<file path="src/rtl/mdu_seq_pkg.sv">
// mdu_seq_pkg: shared types, funct3 encodings and constants for the M-extension sequencer
package mdu_seq_pkg;
  localparam int XLEN = 32;
  typedef logic [2:0] funct3_t;
  typedef logic [4:0] r_t;
  typedef logic [XLEN-1:0] data_t;
  localparam funct3_t MUL    = 3'b000;
  localparam funct3_t MULH   = 3'b001;
  localparam funct3_t MULHSU = 3'b010;
  localparam funct3_t MULHU  = 3'b011;
  localparam funct3_t DIV    = 3'b100;
  localparam funct3_t DIVU   = 3'b101;
  localparam funct3_t REM    = 3'b110;
  localparam funct3_t REMU   = 3'b111;
  typedef enum logic [2:0] {ST_IDLE, ST_MUL, ST_DIV, ST_FIX, ST_DONE} mdu_state_t;
  localparam int MDU_MUL_LAT = 2;
  localparam int MDU_DIV_LAT = 34;
  localparam data_t DIV_ZERO_Q = 32'hFFFF_FFFF;
  localparam data_t DIV_OVF_Q  = 32'h8000_0000;
endpackage

</file>
<file path="src/rtl/mdu_seq_if.sv">
// mdu_seq_if: EX-stage issue and result bus for the M-extension sequencer
interface mdu_seq_if;
  import mdu_seq_pkg::*;
  logic in_valid, in_ready, flush, out_valid, busy;
  funct3_t in_funct3;
  data_t in_rs1, in_rs2, out_result;
  r_t in_rd, out_rd;
  modport master (output in_valid, in_funct3, in_rs1, in_rs2, in_rd, flush,
                  input in_ready, out_valid, out_result, out_rd, busy);
  modport slave (input in_valid, in_funct3, in_rs1, in_rs2, in_rd, flush,
                 output in_ready, out_valid, out_result, out_rd, busy);
endinterface

</file>
<file path="src/rtl/mdu_div_step.sv">
// mdu_div_step: one radix-2 restoring division iteration
module mdu_div_step import mdu_seq_pkg::*; (
  input  data_t rem,
  input  data_t dvd,
  input  data_t divisor,
  output data_t rem_next,
  output data_t dvd_next,
  output logic  q_bit
);
  logic [32:0] t;
  assign t = {rem, dvd[31]};
  assign q_bit = t >= {1'b0, divisor};
  // the difference always fits in 32 bits because rem < divisor on entry
  assign rem_next = q_bit ? t[31:0] - divisor : t[31:0];
  assign dvd_next = {dvd[30:0], 1'b0};
endmodule

</file>
<file path="src/rtl/mdu_seq.sv">
// mdu_seq: sequencer for the RV32 M-extension; single-cycle multiply, 32-step restoring divide
module mdu_seq import mdu_seq_pkg::*; (
  input logic clk,
  input logic rst_n,
  mdu_seq_if.slave m
);
  mdu_state_t state;
  logic [1:0] op;
  r_t rd;
  data_t a, b, rem, rem_n, dvd_n, rs1_abs, rs2_abs, mul_sel, fix_sel;
  logic neg_q, neg_r, q_bit, sdiv, div_zero, div_ovf;
  logic [4:0] cnt;
  logic signed [32:0] xa, xb;
  logic signed [63:0] prod;
  assign sdiv = m.in_funct3[2] && !m.in_funct3[0];
  assign div_zero = m.in_rs2 == '0;
  assign div_ovf = sdiv && m.in_rs1 == DIV_OVF_Q && m.in_rs2 == '1;
  // multiplies never set sdiv, so the raw operands pass straight through
  assign rs1_abs = sdiv && m.in_rs1[31] ? -m.in_rs1 : m.in_rs1;
  assign rs2_abs = sdiv && m.in_rs2[31] ? -m.in_rs2 : m.in_rs2;
  assign xa = {(op[1] ^ op[0]) & a[31], a};
  assign xb = {(op == 2'b01) & b[31], b};
  assign prod = 64'(xa) * 64'(xb);
  assign mul_sel = op == 2'b00 ? prod[31:0] : prod[63:32];
  assign fix_sel = op[1] ? (neg_r ? -rem : rem) : (neg_q ? -a : a);
  assign m.in_ready = state == ST_IDLE;
  assign m.busy = state != ST_IDLE;
  assign m.out_valid = state == ST_DONE && !m.flush;
  mdu_div_step u_step (.rem(rem), .dvd(a), .divisor(b), .rem_next(rem_n), .dvd_next(dvd_n), .q_bit(q_bit));
  always_ff @(posedge clk or negedge rst_n) begin
    if (!rst_n) begin
      state <= ST_IDLE;
      op <= '0;
      rd <= '0;
      a <= '0;
      b <= '0;
      rem <= '0;
      neg_q <= 1'b0;
      neg_r <= 1'b0;
      cnt <= '0;
      m.out_result <= '0;
      m.out_rd <= '0;
    end else if (m.flush) begin
      state <= ST_IDLE;
    end else begin
      case (state)
        ST_IDLE: if (m.in_valid) begin
          op <= m.in_funct3[1:0];
          rd <= m.in_rd;
          a <= rs1_abs;
          b <= rs2_abs;
          rem <= '0;
          cnt <= 5'd31;
          neg_q <= sdiv && (m.in_rs1[31] ^ m.in_rs2[31]);
          neg_r <= sdiv && m.in_rs1[31];
          if (!m.in_funct3[2]) state <= ST_MUL;
          else if (div_zero || div_ovf) begin
            m.out_result <= div_zero ? (m.in_funct3[1] ? m.in_rs1 : DIV_ZERO_Q)
                                     : (m.in_funct3[1] ? '0 : DIV_OVF_Q);
            m.out_rd <= m.in_rd;
            state <= ST_DONE;
          end else state <= ST_DIV;
        end
        ST_MUL: begin
          m.out_result <= mul_sel;
          m.out_rd <= rd;
          state <= ST_DONE;
        end
        ST_DIV: begin
          rem <= rem_n;
          a <= dvd_n | data_t'(q_bit);
          cnt <= cnt - 5'd1;
          if (cnt == '0) state <= ST_FIX;
        end
        ST_FIX: begin
          m.out_result <= fix_sel;
          m.out_rd <= rd;
          state <= ST_DONE;
        end
        default: state <= ST_IDLE;
      endcase
    end
  end
endmodule

</file>
<file path="src/flat_wrapper.sv">
// flat-port wrapper written by rule: the top's interface ports become plain ports
module mdu_seq_flat import mdu_seq_pkg::*;
  (clk, rst_n, m_in_valid, m_in_funct3, m_in_rs1, m_in_rs2, m_in_rd, m_flush, m_in_ready, m_out_valid, m_out_result, m_out_rd, m_busy);
  mdu_seq_if m_i ();
  input logic clk;
  input logic rst_n;
  input wire logic [$bits(m_i.in_valid)-1:0] m_in_valid;
  input wire logic [$bits(m_i.in_funct3)-1:0] m_in_funct3;
  input wire logic [$bits(m_i.in_rs1)-1:0] m_in_rs1;
  input wire logic [$bits(m_i.in_rs2)-1:0] m_in_rs2;
  input wire logic [$bits(m_i.in_rd)-1:0] m_in_rd;
  input wire logic [$bits(m_i.flush)-1:0] m_flush;
  output wire logic [$bits(m_i.in_ready)-1:0] m_in_ready;
  output wire logic [$bits(m_i.out_valid)-1:0] m_out_valid;
  output wire logic [$bits(m_i.out_result)-1:0] m_out_result;
  output wire logic [$bits(m_i.out_rd)-1:0] m_out_rd;
  output wire logic [$bits(m_i.busy)-1:0] m_busy;
  assign m_i.in_valid = m_in_valid;
  assign m_i.in_funct3 = m_in_funct3;
  assign m_i.in_rs1 = m_in_rs1;
  assign m_i.in_rs2 = m_in_rs2;
  assign m_i.in_rd = m_in_rd;
  assign m_i.flush = m_flush;
  assign m_in_ready = m_i.in_ready;
  assign m_out_valid = m_i.out_valid;
  assign m_out_result = m_i.out_result;
  assign m_out_rd = m_i.out_rd;
  assign m_busy = m_i.busy;
  mdu_seq u_core (.clk(clk), .rst_n(rst_n), .m(m_i));
endmodule
</file>
<file path="config.mk">
export PLATFORM = sky130hd
export DESIGN_NAME = mdu_seq_flat
export DESIGN_NICKNAME = d
export VERILOG_FILES = /design/src/rtl/mdu_seq_pkg.sv /design/src/rtl/mdu_seq_if.sv /design/src/rtl/mdu_div_step.sv /design/src/rtl/mdu_seq.sv /design/src/flat_wrapper.sv
export SDC_FILE = /design/constraint.sdc
export NUM_CORES = 2
export LEC_CHECK = 0
export CORE_MARGIN = 4
export CORE_UTILIZATION = 50
export CTS_BUF_LIST = sky130_fd_sc_hd__clkbuf_4
export DETAILED_ROUTE_END_ITERATION = 7
export PLACE_DENSITY = 0.69
export SLEW_MARGIN = 40
export SYNTH_ARGS = -nofsm -noshare
export SYNTH_HDL_FRONTEND = slang
export SYNTH_SLANG_ARGS = --single-unit
</file>
<file path="constraint.sdc">
create_clock -name clk -period 8.4 [get_ports clk]
set_input_delay 1.68 -clock clk [delete_from_list [all_inputs] [get_ports clk]]
set_output_delay 1.68 -clock clk [all_outputs]
set_load 0.005 [all_outputs]
</file>
Word level (Yosys, flattened, before mapping)
Cells that the tools add are included.
{"block": "classes", "n_reduce_logical": 24, "muxes": 30, "n_mul": 1, "magnitude_cmp": 1, "eq_ne": 12, "n_bitwise": 6, "addsub": 6}
{"cell": "32-bit two-way mux", "count": 15}
{"cell": "32-bit negator", "count": 4}
{"cell": "32-bit one-hot mux with 2 select lines", "count": 2}
{"cell": "32-bit one-hot mux with 3 select lines", "count": 1}
{"cell": "32-bit equality test (second input constant)", "count": 2}
{"cell": "33-bit by 33-bit multiplier with 64-bit output", "count": 1}
{"cell": "33-bit by 32-bit >= comparator with 1-bit output", "count": 1}
{"cell": "32-bit zero test", "count": 1}
{"cell": "32-bit by 1-bit bitwise OR with 32-bit output", "count": 1}
{"cell": "32-bit subtractor", "count": 1}
{"cell": "5-bit two-way mux", "count": 4}
{"cell": "5-bit one-hot mux with 2 select lines", "count": 2}
{"cell": "3-bit two-way mux", "count": 5}
{"cell": "5-bit AND reduction", "count": 2}
{"cell": "3-bit one-hot mux with 3 select lines", "count": 1}
{"cell": "1-bit logical AND", "count": 7}
{"cell": "3-bit by 2-bit equality test with 1-bit output (second input constant)", "count": 2}
{"cell": "3-bit AND reduction", "count": 2}
{"cell": "3-bit nonzero test", "count": 2}
{"cell": "5-bit zero test", "count": 1}
{"cell": "5-bit by 1-bit subtractor with 5-bit output (second input constant)", "count": 1}
{"cell": "2-bit != test (second input constant)", "count": 2}
{"cell": "2-bit nonzero test", "count": 2}
{"cell": "3-bit by 1-bit equality test with 1-bit output (second input constant)", "count": 1}
{"cell": "14 further kinds", "count": 17}
{"block": "totals", "elab_cells": 91, "output_inout_bits": 40, "input_bits": 76, "reg_bits": 150}

Depth between registers and ports, before layout
{"block": "depth", "ltp_word": 10, "mapped_depth": 35, "ltp_nobuf": 30}

Hierarchy
Synthesis repeated with hierarchy kept, for this count alone.
{"block": "unflattened", "hier_cells": 5828, "area_unflattened_um2": 50463.4}
{"module": "mdu_seq", "area_each_um2": 47888.4, "instances": 1, "cells_each": 5472, "seq_area_each_um2": 3753.6}
{"module": "mdu_div_step", "area_each_um2": 2575.0, "instances": 1, "cells_each": 356, "seq_area_each_um2": 0.0}

Worst setup path after synthesis
Ideal clock, no wire load.
{"block": "synth_timing", "path_type": "flip-flop to flip-flop", "from": "reg u_core.op[1]", "to": "reg u_core.m.out_result[31]", "arrival_time_ns": 8.832, "setup_ns": 0.124, "stages_incl_launch_ff": 34, "n_path_buf": 4, "synth_period_minus_slack_ns": 8.956, "required_ns": 8.276, "setup_slack_ns": -0.556, "path_cell_list": "dfrtp_1 clkbuf_1 clkbuf_1 inv_1 ha_1 and2_1 clkbuf_1 clkbuf_1 nand2_1 inv_1 fa_1 inv_1 fa_1 inv_1 fa_1 fa_1 inv_1 fa_1 inv_1 fa_1 inv_1 fa_1 fa_1 inv_1 ha_1 or2_2 a21oi_1 or3_1 nor2_1 a2111o_1 nor3_1 a21oi_1 mux2i_1 a21oi_1"}
{"block": "synth_between", "elab_chain_len": 5, "elab_cells_between_ends": 9, "cone_classes": "1 x mul; 1 x eq/ne; 3 x mux; 3 x bitwise; 1 x reduce/logical"}
{"element": "start, declared", "line": "mdu_seq.sv:8", "rtl": "logic [1:0] op;"}
{"element": "start signal, assigned", "line": "mdu_seq.sv:48", "rtl": "op <= m.in_funct3[1:0];"}
{"element": "2-bit by 1-bit equality test with 1-bit output or 1-bit XOR (tied branches)", "line": "mdu_seq.sv:22, mdu_seq.sv:21"}
{"element": "1-bit bitwise AND (on tied branches)", "line": "mdu_seq.sv:22, mdu_seq.sv:21"}
{"element": "33-bit by 33-bit multiplier with 64-bit output", "line": "mdu_seq.sv:23", "rtl": "assign prod = 64'(xa) * 64'(xb);"}
{"element": "32-bit two-way mux", "line": "mdu_seq.sv:24", "rtl": "assign mul_sel = op == 2'b00 ? prod[31:0] : prod[63:32];"}
{"element": "32-bit one-hot mux with 3 select lines *", "line": "mdu_seq.sv:46", "rtl": "case (state)"}
{"element": "end signal, assigned", "line": "mdu_seq.sv:58", "rtl": "m.out_result <= div_zero ? (m.in_funct3[1] ? m.in_rs1 : DIV_ZERO_Q)"}
{"element": "end signal, assigned", "line": "mdu_seq.sv:65", "rtl": "m.out_result <= mul_sel;"}
{"element": "end signal, assigned", "line": "mdu_seq.sv:76", "rtl": "m.out_result <= fix_sel;"}
{"element": "end, declared", "line": "mdu_seq_if.sv:11", "rtl": "output in_ready, out_valid, out_result, out_rd, busy);"}
Every way passes the cells marked *; elsewhere a longest branch is shown, timed or not.
A chain may end at the register's enable or synchronous reset.

Final worst setup path
{"block": "layout_timing", "from": "reg u_core.b[0]", "to": "reg u_core.m.out_result[15]"}
{"block": "layout_between", "elab_chain_len": 3}
{"element": "start, declared", "line": "mdu_seq.sv:10", "rtl": "data_t a, b, rem, rem_n, dvd_n, rs1_abs, rs2_abs, mul_sel, fix_sel;"}
{"element": "start signal, assigned", "line": "mdu_seq.sv:51", "rtl": "b <= rs2_abs;"}
{"element": "33-bit by 33-bit multiplier with 64-bit output", "line": "mdu_seq.sv:23"}
{"element": "32-bit two-way mux", "line": "mdu_seq.sv:24"}
{"element": "32-bit one-hot mux with 3 select lines", "line": "mdu_seq.sv:46"}
No other way between the ends.

==> out/metrics.cfg <==
[floorplan]
fp.dieH_um=324
die_x_um=324
die_area_um2=105000
core_area_um2=98700
rows=115
start_util=0.506
ioPinCount=116

[sta]
fmax_ghz=0.121
period_minus_slack_ns=8.26
slew_violations=0
finalHoldViolCount=0
min_period_over_period=0.984
skew_ns=0.0280
slew_headroom=0.363
worst_slew_pin_slew_ns=0.953
setup_slack_ns=0.138
setup_tns_ns=0
setup_violations=0

[clock_network]
holdBufCountCts=0
cts_buffer_depth=2
cts_buffers=17
insertion_delay_ns=0.72
cts_tree=built
clock-root-buffer=clkbuf_4
path_clk_slew_ns=0.19
cts_sinks=150
htree_num_levels=4

[finish]
final_common_cell=inv_1
instances_no_fill=7148
fill_cells=9019
areaGrowthSynthToFinish_pct=9.28
final_cell_mix=inv_1, fa_1, nand2_1
fin_nets=7298
final_layout_size_suffix_gt1_frac=0.0729
finalInstanceArea_um2=54500

[synth]
synth_flop_cell=dfrtp_1
synth_edf_count=0
synth_area_um2=49900
syn_nets=7233
synth-seq-cells=150
ys_types=92
postSynthAreaPerCell_um2=8.64
yosysWarnings=0
synth_cells=5777
synthArstFlopShare=1.00
yosysSeqAreaShare=0.0752

[setup_path]
arrival_ns=8.83
path_common_cell=fa_1
path_delay_family=adder cells
crit_required_ns=8.97
end_kind=flip-flop
max_stage_delay_ns=0.55
path_max_fanout=8
startpoint_type=flip-flop
critical_path_class=reg2reg
cp_slowest_cell=fa_1
critPathBufInv=8

[placement]
gp_congestion=1.02
port_buffers=115
dp_hpwl_mm=138
post_dp_cell_area_um2=54000
dp_slack_ns=-0.124
dp.cells=7102

[routing]
dr.pass1.iters=6
first_iter_violations=3355
vias=40500
wl_per_cell_um=22.9
postRouteWirelength_mm=163
drc=0
antenna_left=0
vias_per_cell=5.67

[global_route]
grt_util_all_layers=0.322
grt_pass1_wl_mm=255
overflow=0
grt_pass1_vias=42600
grt_max_degree=92
antenna_found_initial=13

[run_status]
status=finished clean

[min_path]
hp-class=reg2reg

[job]
cap_violations=0

-- final timing paths --
path	start	to	slack (ns)	cells after the start
max in group asynchronous	rst_n	u_core.b[0]$_DFFE_PN0P_	6.32	2
hold / removal	u_core.m.out_rd[3]$_DFFE_PN0P_	u_core.m.out_rd[3]$_DFFE_PN0P_	0.50	2
setup reg to reg	u_core.b[0]$_DFFE_PN0P_	u_core.m.out_result[15]$_DFFE_PN0P_	0.14	27
min in group asynchronous	rst_n	u_core.rd[2]$_DFFE_PN0P_	0.86	1
setup / recovery	u_core.b[0]$_DFFE_PN0P_	u_core.m.out_result[15]$_DFFE_PN0P_	0.14	27
hold reg to reg	u_core.m.out_rd[3]$_DFFE_PN0P_	u_core.m.out_rd[3]$_DFFE_PN0P_	0.50	2
-- layer usage --
layer | up-vias | share of wire | GRT usage
met3 | 404 | 0.096 | 0.0727
met2 | 1792 | 0.46 | 0.513
met1 | 20800 | 0.39 | 0.433
met5 | - | 0.00030 | 0
li1 | 17500 | - | -
met4 | 8 | 0.049 | 0.126
-- worst reg2reg max path: cells and delay by family (launching register included) --
family | cells | cell delay, ns
fa+ha+maj | 9 | 4.52
compound gates | 8 | 2.02
buf+inv | 8 | 0.72
flops | 1 | 0.53
simple gates | 1 | 0.17
mux | 1 | 0.16
-- flip-flops by register name, indices dropped and copies added (netlist names) --
| register | count |
|---|---|
| u_core.state | 3 |
| u_core.a | 32 |
| u_core.cnt | 5 |
| u_core.m.out_result | 32 |
| u_core.b | 32 |
| u_core.m.out_rd | 5 |
| u_core.op | 2 |
| u_core.neg_q | 1 |
| u_core.neg_r | 1 |
| u_core.rem | 32 |
| u_core.rd | 5 |
-- kinds of logic after synthesis --
group	count (synthesis)	share of synthesized area
compound gates	690	0.0888
buf+inv	1609	0.122
simple gates	1693	0.153
mux	49	0.0101
xor+xnor	206	0.0362
fa+ha+maj	1380	0.515
flops	150	0.0752
-- stage by stage --
stage / utilization / hold WS, ns
floorplan: - / 0.473
global placement: 0.546 / 0.463
detailed placement: 0.547 / 0.469
CTS: 0.550 / 0.508
global route: 0.552 / 0.524
finish: 0.552 / 0.502
-- what timing repair did --
action	4_1_cts	5_1_grt
resized for setup	8	49
pin swaps	0	21
endpoints found under the setup margin	5	21
setup buffers	0	8
endpoints found under the hold margin	0	0
-- cell usage after synthesis (all sizes together) (88+ instances only) --
master     n  area, um^2
nand2   1011        3790
and2     237        1480
ha       254        3180
a21oi    133         666
xor2      88         771
fa      1126       22500
o21ai    235        1180
inv     1261        4730
dfrtp    150        3750
xnor2    118        1030
nor2     182         683
clkbuf   291        1090
-- layout make-up --
cell class | count | area (um^2) | area share
Inverter | 1262 | 4750 | 0.0870
Timing Repair Buffer | 393 | 3760 | 0.0689
Sequential cell | 150 | 3760 | 0.0690
Clock inverter | 15 | 169 | 0.00310
Multi-Input combinational cell | 4018 | 40300 | 0.740
Clock buffer | 17 | 128 | 0.00234
Tap cell | 1287 | 1610 | 0.0295
Antenna cell | 6 | 15.0 | 0.000275
Power is not shown: default switching activity piles up to over one toggle a cycle in this logic, so the estimate is an artifact.
